**src/rtl/pulse_period_meter.sv**
```systemverilog
`default_nettype none
// ============================================================================
// pulse_period_meter: measures rising-to-rising period and high time of an
// asynchronous input in clk_in cycles, with a sticky no-edge timeout.
// Revision: 1.0
// ============================================================================
module pulse_period_meter #(
  parameter int CNT_W          = 26,
  parameter int TIMEOUT_CYCLES = 50_000_000
) (
  input  logic             clk_in,
  input  logic             rst_in,
  input  logic             en,
  input  logic             sig_in,
  output logic [CNT_W-1:0] period_out,
  output logic [CNT_W-1:0] high_out,
  output logic             valid,
  output logic             timeout,
  output logic [7:0]       meas_cnt
);

  typedef enum logic [0:0] {
    IDLE    = 1'b0,
    MEASURE = 1'b1
  } state_t;

  localparam logic [CNT_W-1:0] CNT_LAST = CNT_W'(TIMEOUT_CYCLES - 1);
  localparam logic [CNT_W-1:0] CNT_ONE  = CNT_W'(1);

  logic             s1, s2, s3;
  logic             rise;
  state_t           state, state_nx;
  logic [CNT_W-1:0] cnt, cnt_nx;
  logic [CNT_W-1:0] high_cnt, high_cnt_nx;
  logic [CNT_W-1:0] period_nx, high_nx;
  logic             valid_nx, timeout_nx;
  logic [7:0]       meas_nx;

  // Synchronizer runs independently of en so edge history stays current.
  always_ff @(posedge clk_in) begin
    if (rst_in) begin
      s1 <= 1'b0;
      s2 <= 1'b0;
      s3 <= 1'b0;
    end else begin
      s1 <= sig_in;
      s2 <= s1;
      s3 <= s2;
    end
  end

  assign rise = s2 & ~s3;

  always_ff @(posedge clk_in) begin
    if (rst_in) begin
      state      <= IDLE;
      cnt        <= '0;
      high_cnt   <= '0;
      period_out <= '0;
      high_out   <= '0;
      valid      <= 1'b0;
      timeout    <= 1'b0;
      meas_cnt   <= 8'd0;
    end else begin
      state      <= state_nx;
      cnt        <= cnt_nx;
      high_cnt   <= high_cnt_nx;
      period_out <= period_nx;
      high_out   <= high_nx;
      valid      <= valid_nx;
      timeout    <= timeout_nx;
      meas_cnt   <= meas_nx;
    end
  end

  always_comb begin
    state_nx    = state;
    cnt_nx      = cnt;
    high_cnt_nx = high_cnt;
    period_nx   = period_out;
    high_nx     = high_out;
    valid_nx    = 1'b0;
    timeout_nx  = timeout;
    meas_nx     = meas_cnt;

    if (!en) begin
      state_nx    = IDLE;
      cnt_nx      = '0;
      high_cnt_nx = '0;
    end else begin
      case (state)
        IDLE: begin
          if (rise) begin
            state_nx    = MEASURE;
            cnt_nx      = '0;
            high_cnt_nx = CNT_ONE;
          end
        end
        MEASURE: begin
          // The rise cycle itself closes the period, hence cnt+1; a rise
          // coinciding with the last timeout count still wins.
          if (rise) begin
            period_nx   = cnt + CNT_ONE;
            high_nx     = high_cnt;
            valid_nx    = 1'b1;
            meas_nx     = meas_cnt + 8'd1;
            timeout_nx  = 1'b0;
            cnt_nx      = '0;
            high_cnt_nx = CNT_ONE;
          end else if (cnt == CNT_LAST) begin
            timeout_nx  = 1'b1;
            state_nx    = IDLE;
            cnt_nx      = '0;
            high_cnt_nx = '0;
          end else begin
            cnt_nx = cnt + CNT_ONE;
            if (s2) begin
              high_cnt_nx = high_cnt + CNT_ONE;
            end
          end
        end
        default: state_nx = IDLE;
      endcase
    end
  end

endmodule
`default_nettype wire

```
**config.mk**
```make
export PLATFORM = sky130hd
export DESIGN_NAME = pulse_period_meter
export DESIGN_NICKNAME = d
export VERILOG_FILES = /design/src/rtl/pulse_period_meter.sv
export SDC_FILE = /design/constraint.sdc
export NUM_CORES = 1
export LEC_CHECK = 0
export BUFFER_PORTS_ARGS = -buffer_cell sky130_fd_sc_hd__buf_2
export CAP_MARGIN = 20
export CORE_AREA = 2 2 104 106
export CTS_BUF_LIST = sky130_fd_sc_hd__clkbuf_16
export CTS_CLUSTER_DIAMETER = 50
export DETAILED_ROUTE_END_ITERATION = 10
export DIE_AREA = 0 0 106 108
export GPL_ROUTABILITY_DRIVEN = 0
export PLACE_DENSITY = 0.74
export SLEW_MARGIN = 20
export SYNTH_ARGS = -nofsm -noshare
export SYNTH_HDL_FRONTEND = slang
export SYNTH_SLANG_ARGS = --single-unit
```
**constraint.sdc**
```tcl
create_clock -name clk_in -period 2.4 [get_ports clk_in]
set_input_delay 0.36 -clock clk_in [delete_from_list [all_inputs] [get_ports clk_in]]
set_output_delay 0.36 -clock clk_in [all_outputs]
set_load 0.05 [all_outputs]
```
======== Yosys cells after proc, flatten, opt, wreduce, memory -nomap -nowiden ========
Index checks and enable logic that the tools add are counted.
storage, ports and cells
  bits in registers ....................... 118
  output and inout port bits .............. 62
  logic and storage cells ................. 42
cells by class
  add/sub/neg operators ................... 3
  eq/ne operators ......................... 3
  mux-type cells .......................... 15
  bitwise logic cells ..................... 4
  reduce and logical (&&, ||, !) cells .... 6
operator list
  operator               number
  $mux 26                7
  $pmux 26 s2            2
  $add 26x1->26 const B  2
  $eq 26x26->1 const B   1
  $add 8x1->8 const B    1
  $reduce_and 3->1       2
  $mux 1                 5
  $ne 4x3->1 const B     1
  $not 1->1              3
  $reduce_or 3->1        1
  $ne 2x2->1 const B     1
  $pmux 1 s2             1
  $reduce_and 2->1       1
  $reduce_bool 2->1      1
  $reduce_or 2->1        1
  $and 1x1->1            1

======== Logic depth before layout (Yosys ltp) ========
  word-level depth ........................ 5
  depth in mapped cells ................... 8
  mapped depth without buffers ............ 6

======== Least setup slack after synthesis ========
OpenSTA, ideal clock, no wires.
  kind .................................... flip-flop to flip-flop
  start ................................... register cnt[0]
  end ..................................... register cnt[8]
  arrival ................................. 2.222 ns
  required time ........................... 2.283 ns
  slack ................................... 0.061 ns
  cell stages (with the launch flop) ...... 9
  path buffers ............................ 2
  cells stage by stage .................... dfxtp_1 -> ha_1 -> nand3_1 -> nor4_2 -> a21oi_1 -> buf_2 -> buf_1 -> a22oi_1 -> nand2_1
between the ends
  longest elaborated chain between the ends .. 4
  elaborated cells between the ends (all ways) .. 5
  classes of those cells .................. 1 x add/sub; 1 x eq/ne; 3 x mux
ends and longest elaborated chain
  what                                           RTL line  source
  start: declaration                             33        logic [CNT_W-1:0] cnt, cnt_nx;
  start signal: assignment                       66        cnt <= cnt_nx;
  $add 26x1->26 or $eq 26x26->1 (tied branches)  116, 110
  $mux 26 (*)                                    110       end else if (cnt == CNT_LAST) begin
  $mux 26 (*)                                    102       if (rise) begin
  $pmux 26 s2 (*)                                91        case (state)
Every way passes the cells marked *; elsewhere a longest branch is shown, timed or not.
A chain may end at the register's enable or synchronous reset.

======== Worst setup path in the final report ========
  start ................................... register cnt[14]
  end ..................................... register high_cnt[24]
between the ends
  longest elaborated chain between the ends .. 4
  elaborated cells between the ends (all ways) .. 6
  classes of those cells .................. 2 x eq/ne; 3 x mux; 1 x reduce/logical
ends and longest elaborated chain
  what                    RTL line  source
  $eq 26x26->1 (*)        110
  $mux 26                 110
  $mux 26                 102
  $pmux 26 s2             91
  end signal: assignment  67        high_cnt <= high_cnt_nx;
  end: declaration        34        logic [CNT_W-1:0] high_cnt, high_cnt_nx;
Marks and branches as above.

==> impl_metrics.csv <==
group,metric,value,unit
clock_tree,cts.sinks,118,
final_layout,fill_cells,885,
global_routing,grt-ovfl-total,0,
worst_setup_path,r2r_start,"cnt[14]$_SDFFE_PP0P_",
synthesis,synth-simple-area-share,0.254,
worst_setup_path,reg2reg_to,"high_cnt[24]$_SDFFE_PP0P_",
final_layout,utilization,0.624,
worst_setup_path,required,2750,ps
worst_setup_path,critPathMaxStageDelay,530,ps
synthesis,avgSynthCellArea,8.27,µm²
global_routing,grt_pass1_vias,4603,
power_and_ir_drop,ir_drop,379,µV
synthesis,syn_area,5230,µm²
sta,period_needed,2290,ps
floorplanning,die_h,108,µm
synthesis,yosysUniqueCellTypes,47,
floorplanning,rows,37,
power_and_ir_drop,power.density,691,nW/µm²
clock_tree,clock_path_buffers,2,
route,wl_met1,5730,µm
place,portBuffers,65,
sta,min_period_over_period,0.954,
synthesis,synth_nets,639,
clock_tree,cts_tree,"done",
synthesis,netlist_instances,632,
min_path,hold_class,"input port to register",
clock_tree,hold_buffers,0,
route,first_iter_violations,427,
synthesis,synth_compound_area_frac,0.181,
min_path,hold_end,"s1$_SDFF_PP0_",
worst_setup_path,worstPathArrival,2640,ps
route,drc_errors,0,
worst_setup_path,endpoint_kind,"register",
clock_tree,path_clk_slew,50,ps
worst_setup_path,path_cells,"nand4_1, nor4_4, buf_4, a21oi_2, or4_1, a21oi_1",
global_routing,grt_pass1_wl,21500,µm
route,totalWireLength,13200,µm
sta,slew_headroom,0.554,
final_layout,n_antenna_cell,0,
sta,fin_setup_tns,0,ps
route,via_per_inst,5.79,
clock_tree,numCtsBuffers,17,
route,first_pass_iters,6,
synthesis,synth_seq_area_share,0.452,
floorplanning,die-width,106,µm
sta,skew,8.13,ps
route,vias,4936,
synthesis,muxShareOfSynthArea,0.00599,
sta,tightestPinTransition,669,ps
power_and_ir_drop,total_leakage_power,2.27,nW
worst_setup_path,cp_max_fo,9,
route,dr_wl_met2,6250,µm
synthesis,synthAdderAreaFrac,0.00718,
synthesis,synth_seq_cells,118,
global_routing,track_usage,0.233,
route,ant_nets,0,
floorplanning,coreArea,10200,µm²
sta,finalMaxSlewViolations,0,
min_path,min_from,"sig_in",
worst_setup_path,cp_slowest_cell,"or4_1",
final_layout,nets,712,
worst_setup_path,r2r_slack,110,ps
sta,hold_violations,0,
worst_setup_path,cpLargestDelayFamily,"simple AND/OR/NAND/NOR gates",
floorplanning,pin_count,66,
sta,finalSetupViolCount,0,
worst_setup_path,crit_type,"register to register",
route,top_layer,"met4",
run_status,status,"finished, final reports clean",
worst_setup_path,crit_buf_inv,1,
job,drv_cap,0,
synthesis,synth_top_family_by_area,"simple AND/OR/NAND/NOR gates",
worst_setup_path,worstRegToRegCells,6,
clock_tree,cts_root_buf,"clkbuf_16",
place,place_inst,817,
sta,rsz0062_at_grt,"no",
global_routing,grt_max_degree,67,
route,wire_per_inst,15.5,µm
final_layout,area_delta_synth_final,22.2,%
place,hpwl,8700,µm
clock_tree,clock_latency,420,ps
sta,timing.fmax,437,MHz
global_routing,antenna_found_initial,0,
synthesis,synth_xor_area_frac,0.0553,
worst_setup_path,worst_setup_path_start_kind,"register",
floorplanning,die_area,11400,µm²
route,wl_met3,869,µm
synthesis,yosysWarnings,0,
clock_tree,htreeDepth,4,
min_path,hold_path_depth,2,
floorplanning,start_util,0.511,
final_layout,final_cells,852,
final_layout,layout-drive-gt1-share,0.191,
## flip-flops by register name, indices dropped and copies added, names as in the netlist
signal / count
cnt: 26
high_cnt: 26
high_out: 26
meas_cnt: 8
period_out: 26
s1: 1
s2: 1
s3: 1
state: 1
timeout: 1
valid: 1
## cell usage after synthesis, drive strengths merged
cell	number	area, µm²
a211oi	26	195
a21o	2	15.0
a21oi	68	344
a22oi	1	7.51
a311oi	2	17.5
a31o	1	8.76
a31oi	17	106
a41oi	4	35.0
and2	4	25.0
and3	6	37.5
and4	7	61.3
and4b	1	10.0
buf	10	61.3
clkbuf	38	143
dfxtp	118	2360
ha	3	37.5
inv	7	26.3
mux2	1	11.3
mux2i	2	20.0
nand2	95	357
nand2b	8	50.1
nand3	24	120
nand4	18	113
nand4b	1	8.76
nor2	47	176
nor2b	5	31.3
nor3	11	55.1
nor4	6	58.8
nor4b	1	8.76
o211ai	2	15.0
o21ai	19	95.1
o21bai	3	22.5
o31ai	9	67.6
o32ai	1	8.76
o41ai	1	8.76
or2	1	6.26
or3	13	81.3
or4	14	109
or4b	2	20.0
xnor2	19	166
xor2	14	123
## cell type report
type	instances	area, µm²	area share
multi-input combinational	461	2680	0.420
sequential	118	2360	0.370
timing repair buffer	100	601	0.0941
clock buffer	17	425	0.0666
tap	136	170	0.0267
clock inverter	13	116	0.0182
inverter	7	26.3	0.00412
## cell usage in the layout, fill, tap and decap left out, types with 3 or more instances in the layout
cell type	n
nor4_1	4
clkinv_2	3
o21bai_1	3
ha_1	3
nor3_1	11
o31ai_1	9
or3_1	13
clkbuf_16	17
a31oi_1	17
o21ai_0	19
nor2b_1	5
nand2_1	95
and3_1	6
nand4_1	18
nor2_1	47
dfxtp_1	118
inv_1	7
a21oi_1	66
nand2b_1	8
buf_2	65
buf_4	34
and2_1	4
clkinvlp_4	3
xor2_1	14
a41oi_1	4
or4_1	13
nand3_1	24
and4_1	7
clkinv_1	5
a211oi_1	26
xnor2_1	19
## where the power goes
group / internal (mW) / switching, mW
clock network: 1.48 / 0.862
registers: 1.97 / 0.00510
logic: 0.0211 / 0.0717
total: 3.47 / 0.939
## worst register-to-register path, cell delays in order, from the launching register on
cell and delay, ps:
dfxtp_1 480, nand4_1 280, nor4_4 440, buf_4 220, a21oi_2 140, or4_1 530
a21oi_1 140
## cell families (layout without fill, tap and decap cells)
kind of cell / after synthesis / count (layout)
compound gates: 156 / 158
xor+xnor: 33 / 33
flops: 118 / 118
buf+inv: 55 / 137
mux: 3 / 3
fa+ha+maj: 3 / 3
simple gates: 264 / 264
## per-stage QoR
| step | instance area (µm²) | power [mW] | hold WS, ps | setup WS, ps |
|---|---|---|---|---|
| after detailed placement | 5780 | 2.10 | 430 | -18.5 |
| final | 6380 | 4.41 | 199 | 111 |
| after floorplan | 5230 | 2.07 | 414 | 61.2 |
| after global routing | 6380 | 4.53 | 196 | 30.7 |
| after global placement | 5780 | 2.10 | 440 | 68.2 |
| after CTS | 6320 | 4.42 | 190 | 33.4 |
## how the worst max path moves through the flow
stage                         start  slack, ps  depth (start not counted)                         to
2_1_floorplan   cnt[0]$_SDFFE_PP0P_         60                          8        cnt[8]$_SDFFE_PP0P_
3_3_place_gp    cnt[9]$_SDFFE_PP0P_         70                          6  high_cnt[16]$_SDFFE_PP0P_
3_5_place_dp    cnt[9]$_SDFFE_PP0P_        -20                          6  high_cnt[16]$_SDFFE_PP0P_
4_1_cts         cnt[9]$_SDFFE_PP0P_         30                          6  high_cnt[16]$_SDFFE_PP0P_
5_1_grt        cnt[18]$_SDFFE_PP0P_         30                          8       cnt[17]$_SDFFE_PP0P_
6_report       cnt[14]$_SDFFE_PP0P_        110                          6  high_cnt[24]$_SDFFE_PP0P_
## what timing repair did
| item | in CTS | in global routing |
|---|---|---|
| buffers inserted | 0 | 3 |
| pin swaps | 0 | 3 |
| resized for setup | 1 | 3 |
| setup endpoints to repair | 9 | 9 |
| gates cloned | 0 | 2 |
## per-layer routing
metal | vias to the layer above | global-route usage
met3 | 31 | 0.0506
met1 | 2311 | 0.291
met5 | - | 0
met4 | 0 | 0.108
met2 | 174 | 0.388
li1 | 2420 | -
(Power assumes the default switching activity.)
